`src/rtl/uart_pkg.sv`:
```
// Shared UART definitions: parity encodings, receiver states, default bit timing.
// Latency: n/a (package only).
// Backpressure: n/a (package only).
package uart_pkg;

  localparam int PARITY_NONE = 0;
  localparam int PARITY_ODD  = 1;
  localparam int PARITY_EVEN = 2;

  // 20 MHz / 115200 baud = 173.6 clocks per bit, rounded up.
  localparam int CLK_DIV_DEFAULT = 174;

  typedef enum logic [2:0] {
    ST_IDLE,
    ST_START,
    ST_DATA,
    ST_PARITY,
    ST_STOP,
    ST_BREAK
  } rx_state_e;

  function automatic logic maj3(input logic a, input logic b, input logic c);
    return (a & b) | (a & c) | (b & c);
  endfunction

endpackage

```
`src/rtl/uart_rx_param_if.sv`:
```
// Character delivery bundle between the UART receiver and its consumer.
// Latency: n/a (wires only).
// Backpressure: consumer drives rx_ready; the receiver holds rx_data/flags while rx_valid.
// Ports: master = receiver (drives data, flags, status), slave = consumer (drives rx_ready).
interface uart_rx_param_if #(
  parameter int DATA_BITS = 8
) ();
  logic [DATA_BITS-1:0] rx_data;
  logic                 rx_valid;
  logic                 rx_ready;
  logic                 frame_err;
  logic                 parity_err;
  logic                 overrun;
  logic                 rx_busy;

  modport master (
    output rx_data, rx_valid, frame_err, parity_err, overrun, rx_busy,
    input  rx_ready
  );

  modport slave (
    input  rx_data, rx_valid, frame_err, parity_err, overrun, rx_busy,
    output rx_ready
  );
endinterface

```
`src/rtl/uart_rx_sampler.sv`:
```
// Front end of the UART receiver: rxd synchroniser, bit-period counter, 3-sample majority vote.
// Latency: 2 clocks rxd->line_o; bit_tick_o fires in the cycle where the counter sits at M+1.
// Backpressure: none; cnt_run_i low parks the counter at 0.
// Ports: clk/rst, rxd_i (async line), cnt_run_i (counter enable from FSM),
//        fall_o (falling edge on synced line), bit_tick_o (decision strobe),
//        bit_value_o (majority of samples at M-1, M, M+1), line_o (synced line).
module uart_rx_sampler
  import uart_pkg::*;
#(
  parameter int CLK_DIV = CLK_DIV_DEFAULT
) (
  input  logic clk,
  input  logic rst,
  input  logic rxd_i,
  input  logic cnt_run_i,
  output logic fall_o,
  output logic bit_tick_o,
  output logic bit_value_o,
  output logic line_o
);
  localparam int CW = $clog2(CLK_DIV);
  localparam logic [CW-1:0] CNT_LAST = CW'(CLK_DIV - 1);
  localparam logic [CW-1:0] CNT_DEC  = CW'(CLK_DIV / 2 + 1);

  logic          sync1_q, sync2_q;
  logic [1:0]    hist_q;   // hist_q[0] = line one cycle ago, hist_q[1] = two cycles ago
  logic [CW-1:0] cnt_q, cnt_d;

  always_comb begin
    cnt_d = '0;
    if (cnt_run_i) begin
      cnt_d = (cnt_q == CNT_LAST) ? '0 : cnt_q + CW'(1);
    end
  end

  always_ff @(posedge clk or posedge rst) begin
    if (rst) begin
      sync1_q <= 1'b1;
      sync2_q <= 1'b1;
      hist_q  <= 2'b11;
      cnt_q   <= '0;
    end else begin
      sync1_q <= rxd_i;
      sync2_q <= sync1_q;
      hist_q  <= {hist_q[0], sync2_q};
      cnt_q   <= cnt_d;
    end
  end

  assign line_o      = sync2_q;
  assign fall_o      = hist_q[0] & ~sync2_q;
  // At count M+1 the current sample plus the two history flops cover counts M-1..M+1.
  assign bit_tick_o  = (cnt_q == CNT_DEC);
  assign bit_value_o = maj3(sync2_q, hist_q[0], hist_q[1]);

endmodule

```
`src/rtl/uart_rx_param.sv`:
```
// Parametrised UART receiver with framing/parity/overrun reporting and a holding register.
// Latency: rxd fall to rx_valid = 2 + (DATA_BITS+P+STOP_BITS)*CLK_DIV + CLK_DIV/2 + 2 clocks.
// Backpressure: one-deep holding register; a character completing while it is full and not accepted is dropped with an overrun pulse.
// Ports: clk, rst (async, active-high), rxd (serial line, idle high),
//        rx_if.master (rx_data/rx_valid/rx_ready handshake, frame_err, parity_err, overrun, rx_busy).
module uart_rx_param
  import uart_pkg::*;
#(
  parameter int CLK_DIV   = CLK_DIV_DEFAULT,
  parameter int DATA_BITS = 8,
  parameter int PARITY    = PARITY_NONE,
  parameter int STOP_BITS = 1
) (
  input  logic            clk,
  input  logic            rst,
  input  logic            rxd,
  uart_rx_param_if.master rx_if
);
  localparam logic [3:0] IDX_LAST_DATA = 4'(DATA_BITS - 1);
  localparam logic [3:0] IDX_LAST_STOP = 4'(STOP_BITS - 1);

  logic fall, bit_tick, bit_value, line, cnt_run, complete;

  rx_state_e            state_q, state_d;
  logic [3:0]           bit_idx_q, bit_idx_d;
  logic [DATA_BITS-1:0] shreg_q, shreg_d;
  logic                 perr_q, perr_d, ferr_q, ferr_d;

  logic [DATA_BITS-1:0] data_q, data_d;
  logic                 valid_q, valid_d, fe_q, fe_d, pe_q, pe_d, ovr_q, ovr_d;

  uart_rx_sampler #(.CLK_DIV(CLK_DIV)) u_sampler (
    .clk         (clk),
    .rst         (rst),
    .rxd_i       (rxd),
    .cnt_run_i   (cnt_run),
    .fall_o      (fall),
    .bit_tick_o  (bit_tick),
    .bit_value_o (bit_value),
    .line_o      (line)
  );

  // Frame sequencing
  always_comb begin
    state_d   = state_q;
    bit_idx_d = bit_idx_q;
    shreg_d   = shreg_q;
    perr_d    = perr_q;
    ferr_d    = ferr_q;
    cnt_run   = 1'b1;
    complete  = 1'b0;
    case (state_q)
      ST_IDLE: begin
        // The fall cycle is count 0, so the counter starts moving right away.
        cnt_run = fall;
        if (fall) begin
          state_d   = ST_START;
          bit_idx_d = '0;
          perr_d    = 1'b0;
          ferr_d    = 1'b0;
        end
      end
      ST_START: begin
        if (bit_tick) state_d = bit_value ? ST_IDLE : ST_DATA;
      end
      ST_DATA: begin
        if (bit_tick) begin
          shreg_d = {bit_value, shreg_q[DATA_BITS-1:1]};
          if (bit_idx_q == IDX_LAST_DATA) begin
            bit_idx_d = '0;
            state_d   = (PARITY != PARITY_NONE) ? ST_PARITY : ST_STOP;
          end else begin
            bit_idx_d = bit_idx_q + 4'd1;
          end
        end
      end
      ST_PARITY: begin
        if (bit_tick) begin
          perr_d  = (^{shreg_q, bit_value}) != (PARITY == PARITY_ODD);
          state_d = ST_STOP;
        end
      end
      ST_STOP: begin
        if (bit_tick) begin
          if (!bit_value) ferr_d = 1'b1;
          if (bit_idx_q == IDX_LAST_STOP) begin
            complete = 1'b1;
            state_d  = bit_value ? ST_IDLE : ST_BREAK;
          end else begin
            bit_idx_d = bit_idx_q + 4'd1;
          end
        end
      end
      ST_BREAK: begin
        cnt_run = 1'b0;
        if (line) state_d = ST_IDLE;
      end
      default: state_d = ST_IDLE;
    endcase
  end

  // Holding register: a completion may reuse the slot in the same cycle it is accepted.
  always_comb begin
    data_d  = data_q;
    fe_d    = fe_q;
    pe_d    = pe_q;
    valid_d = valid_q & ~rx_if.rx_ready;
    ovr_d   = 1'b0;
    if (complete) begin
      if (!valid_q || rx_if.rx_ready) begin
        data_d  = shreg_q;
        fe_d    = ferr_d;   // includes the stop bit being decided this cycle
        pe_d    = perr_q;
        valid_d = 1'b1;
      end else begin
        ovr_d = 1'b1;
      end
    end
  end

  always_ff @(posedge clk or posedge rst) begin
    if (rst) begin
      state_q   <= ST_IDLE;
      bit_idx_q <= '0;
      shreg_q   <= '0;
      perr_q    <= 1'b0;
      ferr_q    <= 1'b0;
      data_q    <= '0;
      valid_q   <= 1'b0;
      fe_q      <= 1'b0;
      pe_q      <= 1'b0;
      ovr_q     <= 1'b0;
    end else begin
      state_q   <= state_d;
      bit_idx_q <= bit_idx_d;
      shreg_q   <= shreg_d;
      perr_q    <= perr_d;
      ferr_q    <= ferr_d;
      data_q    <= data_d;
      valid_q   <= valid_d;
      fe_q      <= fe_d;
      pe_q      <= pe_d;
      ovr_q     <= ovr_d;
    end
  end

  assign rx_if.rx_data    = data_q;
  assign rx_if.rx_valid   = valid_q;
  assign rx_if.frame_err  = fe_q;
  assign rx_if.parity_err = pe_q;
  assign rx_if.overrun    = ovr_q;
  assign rx_if.rx_busy    = (state_q != ST_IDLE);

endmodule

```
`src/flat_wrapper.sv`:
```
// flat-port wrapper written by rule: the top's interface ports become plain ports
module uart_rx_param_flat import uart_pkg::*;
#(
  parameter int CLK_DIV   = CLK_DIV_DEFAULT,
  parameter int DATA_BITS = 8,
  parameter int PARITY    = PARITY_NONE,
  parameter int STOP_BITS = 1
)
  (clk, rst, rxd, rx_if_rx_data, rx_if_rx_valid, rx_if_frame_err, rx_if_parity_err, rx_if_overrun, rx_if_rx_busy, rx_if_rx_ready);
  uart_rx_param_if #(.DATA_BITS(DATA_BITS)) rx_if_i ();
  input  logic clk;
  input  logic rst;
  input  logic rxd;
  output wire logic [$bits(rx_if_i.rx_data)-1:0] rx_if_rx_data;
  output wire logic [$bits(rx_if_i.rx_valid)-1:0] rx_if_rx_valid;
  output wire logic [$bits(rx_if_i.frame_err)-1:0] rx_if_frame_err;
  output wire logic [$bits(rx_if_i.parity_err)-1:0] rx_if_parity_err;
  output wire logic [$bits(rx_if_i.overrun)-1:0] rx_if_overrun;
  output wire logic [$bits(rx_if_i.rx_busy)-1:0] rx_if_rx_busy;
  input wire logic [$bits(rx_if_i.rx_ready)-1:0] rx_if_rx_ready;
  assign rx_if_rx_data = rx_if_i.rx_data;
  assign rx_if_rx_valid = rx_if_i.rx_valid;
  assign rx_if_frame_err = rx_if_i.frame_err;
  assign rx_if_parity_err = rx_if_i.parity_err;
  assign rx_if_overrun = rx_if_i.overrun;
  assign rx_if_rx_busy = rx_if_i.rx_busy;
  assign rx_if_i.rx_ready = rx_if_rx_ready;
  uart_rx_param #(.CLK_DIV(CLK_DIV), .DATA_BITS(DATA_BITS), .PARITY(PARITY), .STOP_BITS(STOP_BITS)) u_core (.clk(clk), .rst(rst), .rxd(rxd), .rx_if(rx_if_i));
endmodule
```
`config.mk`:
```
export PLATFORM = sky130hd
export DESIGN_NAME = uart_rx_param_flat
export DESIGN_NICKNAME = d
export VERILOG_FILES = /design/src/rtl/uart_pkg.sv /design/src/rtl/uart_rx_param_if.sv /design/src/rtl/uart_rx_sampler.sv /design/src/rtl/uart_rx_param.sv /design/src/flat_wrapper.sv
export SDC_FILE = /design/constraint.sdc
export NUM_CORES = 1
export LEC_CHECK = 0
export BUFFER_PORTS_ARGS = -buffer_cell sky130_fd_sc_hd__buf_4
export CORE_MARGIN = 4
export CORE_UTILIZATION = 45
export CTS_CLUSTER_SIZE = 10
export DETAILED_ROUTE_END_ITERATION = 6
export PLACE_DENSITY = 0.66
export RECOVER_POWER = 25
export REMOVE_ABC_BUFFERS = 1
export SYNTH_ARGS = -nofsm -noshare
export SYNTH_HDL_FRONTEND = slang
export SYNTH_HIERARCHICAL = 1
export SYNTH_SLANG_ARGS = --single-unit
```
`constraint.sdc`:
```
create_clock -name clk -period 2.4 [get_ports clk]
set_input_delay 0.24 -clock clk [delete_from_list [all_inputs] [get_ports clk]]
set_output_delay 0.24 -clock clk [all_outputs]
set_load 0.01 [all_outputs]
```
==> flow_metrics.tcl <==
set metrics [dict create \
    status "finished with violations" \
    violations "capacitance limit, slew limit" \
    async_flop_share 1.00 \
    synthTopCellsByArea "dfrtp_1 45%, mux2_4 7.2%, dfstp_2 5.1%, mux2_2 4.9%, ha_1 3.0%" \
    crit_top_cell "inv_1" \
    cp.arrival_ps 2400 \
    synth-seq-cells 41 \
    finalCritPeriodShare 0.912 \
    hp-class "in2reg" \
    vias 1360 \
    worstSkewPairLatency_ps 290 \
    crit_type "reg2reg" \
    dpl-instance-area_mm2 0.00226 \
    netlist_area_mm2 0.00208 \
    fin_worst_skew_ps 7.40 \
    swShare 0.321 \
    vias_per_cell 5.35 \
    fmax_ghz 0.457 \
    drtIter0Drc 132 \
    drv_slew 30 \
    p_per_area_mw_per_mm2 824 \
    clockBufferDepth 2 \
    nNetsFinal 210 \
    clockPowerShare 0.285 \
    fin_util 0.541 \
    power_frac_seq 0.449 \
    num_antenna_cells 0 \
    antenna_found_initial 0 \
    drive_gt1_frac 0.272 \
    synthToLayoutAreaGrowth_pct 15.0 \
    internal-power_mw 1.34 \
    p_total_mw 1.97 \
    cp_cell_sequence "inv_1, ha_1, inv_1, nor4_2, buf_4, a21o_1, nor2_1, or4_1, o211ai_1" \
    final-setup-viol-count 0 \
    required_ps 2610 \
    slew_headroom -0.0131 \
    io_pins 17 \
    cts.clk_slew.worst_paths_ps 70 \
    numCtsBuffers 5 \
    clkSinkCount 41 \
    dpl.hpwl_mm 2.55 \
    slowest_delay_ps 540 \
    critical_path.startpoint_type "flip-flop" \
    grt_pass1_vias 1348 \
    grt_pass1_wl_mm 6.13 \
    crit_path_start "u_core/u_sampler/cnt_q[1]" \
    hold_path_startpoint "rxd" \
    final_cells 254 \
    synth-edff-count 0 \
    p_switching_uw 631 \
    seq_area_frac_synth 0.496 \
    design_area_mm2 0.00239 \
    postCtsSetupRepairBufs 0 \
    cap_violations 1 \
    start_util 0.471 \
    coreArea_mm2 0.00441 \
    ys.flop_type "dfrtp_1" \
    critPathSlowestCell "or4_1" \
    ys_types 48 \
    combPwrFrac 0.267 \
    portBuffers 16 \
    rsz0062_at_grt "no" \
    ir_worst_vdd_mv 0.523 \
    rows 24 \
    worst_pin_slew_ps 1520 \
    root_buffer "clkbuf_8" \
    finalCriticalPeriod_ps 2190 \
    drc 0 \
    htreeDepth 2 \
    grtUsageTotal 0.128 \
    dieArea_mm2 0.00577 \
    p_leak_nw 1.16 \
    path_max_fanout 6 \
    ant_nets 0 \
    syn_avg_cell_area_um2 11.6 \
    yosysTopAreaCell "dfrtp_1" \
    dp.cells 245 \
    r2r-start "u_core/u_sampler/cnt_q[1]" \
    cts_tree "built" \
    grt-ovfl-total 0 \
    grt_max_degree 30 \
    drt-total-wl_mm 3.47 \
    finalHoldWorstSlack_ps 62.7 \
    synth_top_area_share 0.446 \
    netlist_instances 179 \
    gp_congestion 0.824 \
    fp.dieH_um 75.9 \
    hold_viol_final 0 \
    die_w_um 75.9 \
    worst_setup_path_end_kind "flip-flop" \
    drt_first_pass_iters 4 \
    yosysWarnings 6 \
    wl_per_cell_um 13.7 \
]
[power by group through the flow]
stage	registers (mW)	clock network, mW	logic (mW)
final	0.883	0.560	0.525
after global routing	0.898	0.613	0.590
after CTS	0.881	0.582	0.528
after detailed placement	0.894	0	0.524
after global placement	0.890	0	0.507
after floorplan	0.883	0	0.378
[cells in the final DEF (no fill, tap or decap), types with 3 or more instances in the layout]
cell and n:
a21oi_1 3, buf_4 17, clkbuf_8 6, dfrtp_1 37, ha_1 5, inv_1 13, mux2_2 9, mux2_4 10
nand2_1 6, nand3_1 4, nand4_1 3, nor2_1 13, nor2b_1 4, nor3_1 3, nor3b_1 3, o21ai_0 9
or3_1 5, xnor2_1 6, xor2_1 4
[stage by stage]
| step | setup WS, ps | TNS [ps] |
|---|---|---|
| after CTS | 90.3 | 0 |
| after global routing | 42.9 | 0 |
| final | 211 | 0 |
| after floorplan | -27.6 | -276 |
| after detailed placement | 107 | 0 |
| after global placement | 210 | 0 |
[state kept, by name, summed over array words and instances, names as in the netlist, 2 cells and up]
name	flops
u_core/bit_idx_q	4
u_core/rx_if.rx_data	8
u_core/shreg_q	8
u_core/state_q	3
u_core/u_sampler/cnt_q	8
u_core/u_sampler/hist_q	2
[cell usage after synthesis, types with 2 or more instances]
library cell and number:
a21oi_1 3, a31oi_1 2, buf_2 2, clkbuf_1 3
dfrtp_1 37, dfstp_2 4, ha_1 5, inv_1 13
mux2_2 9, mux2_4 10, mux2i_1 2, nand2_1 6
nand3_1 4, nand3b_1 2, nand4_1 3, nor2_1 13
nor2b_1 4, nor3_1 3, nor3b_1 3, o211ai_1 2
o21ai_0 9, o31ai_1 2, or3_1 5, xnor2_1 6
xor2_1 4
[worst max-delay path, delay by kind of cell (launching register included)]
| family | cells | cell delay, ps |
|---|---|---|
| buffers and inverters | 3 | 320 |
| adder cells (fa/ha/maj) | 1 | 130 |
| AND/OR/NAND/NOR | 3 | 920 |
| AO/OA/AOI/OAI | 2 | 340 |
| flip-flops | 1 | 410 |
[kinds of logic (layout without fill, tap and decap cells)]
group / after synthesis / in the layout / synth area share
xor gates and xnor gates: 11 / 11 / 0.0530
DFF: 41 / 41 / 0.496
and+or+nand+nor: 54 / 54 / 0.152
AOI/OAI and AO/OA: 27 / 27 / 0.0940
adders and majority gates: 6 / 6 / 0.0349
muxes: 21 / 21 / 0.131
buffers and inverters: 19 / 42 / 0.0392
[area by class of cell]
type                       instances  area [um2]
multi-input combinational        119         971
inverter                          13        48.8
clock buffer                       7        86.3
clock inverter                     1        30.0
tap                               52        65.1
sequential                        41        1030
fill                             376        2030
timing repair buffer              21         156
[layer usage]
metal,up-vias,share of wire,GRT usage
li1,667,-,-
met2,22,0.47,0.199
met4,0,0.016,0.0480
met5,-,0,0
met1,664,0.47,0.167
met3,7,0.043,0.0391
[final timing paths]
| check | endpoint | slack (ps) | cells after the start |
|---|---|---|---|
| setup reg to reg | u_core/bit_idx_q[3] | 210 | 9 |
| min in group asynchronous | u_core/u_sampler/cnt_q[7] | 510 | 3 |
| max in group asynchronous | u_core/state_q[2] | 480 | 4 |
| hold / removal | u_core/u_sampler/sync1_q | 60 | 1 |
| hold reg to reg | u_core/u_sampler/line_o | 360 | 0 |
| setup / recovery | u_core/bit_idx_q[3] | 210 | 9 |
[what timing repair did]
action,in CTS,in global routing
endpoints found under the hold margin,8,0
hold buffers,1,0
gates resized for setup,0,1
setup endpoints to repair,0,13
Power figures use the tool's default switching activity.
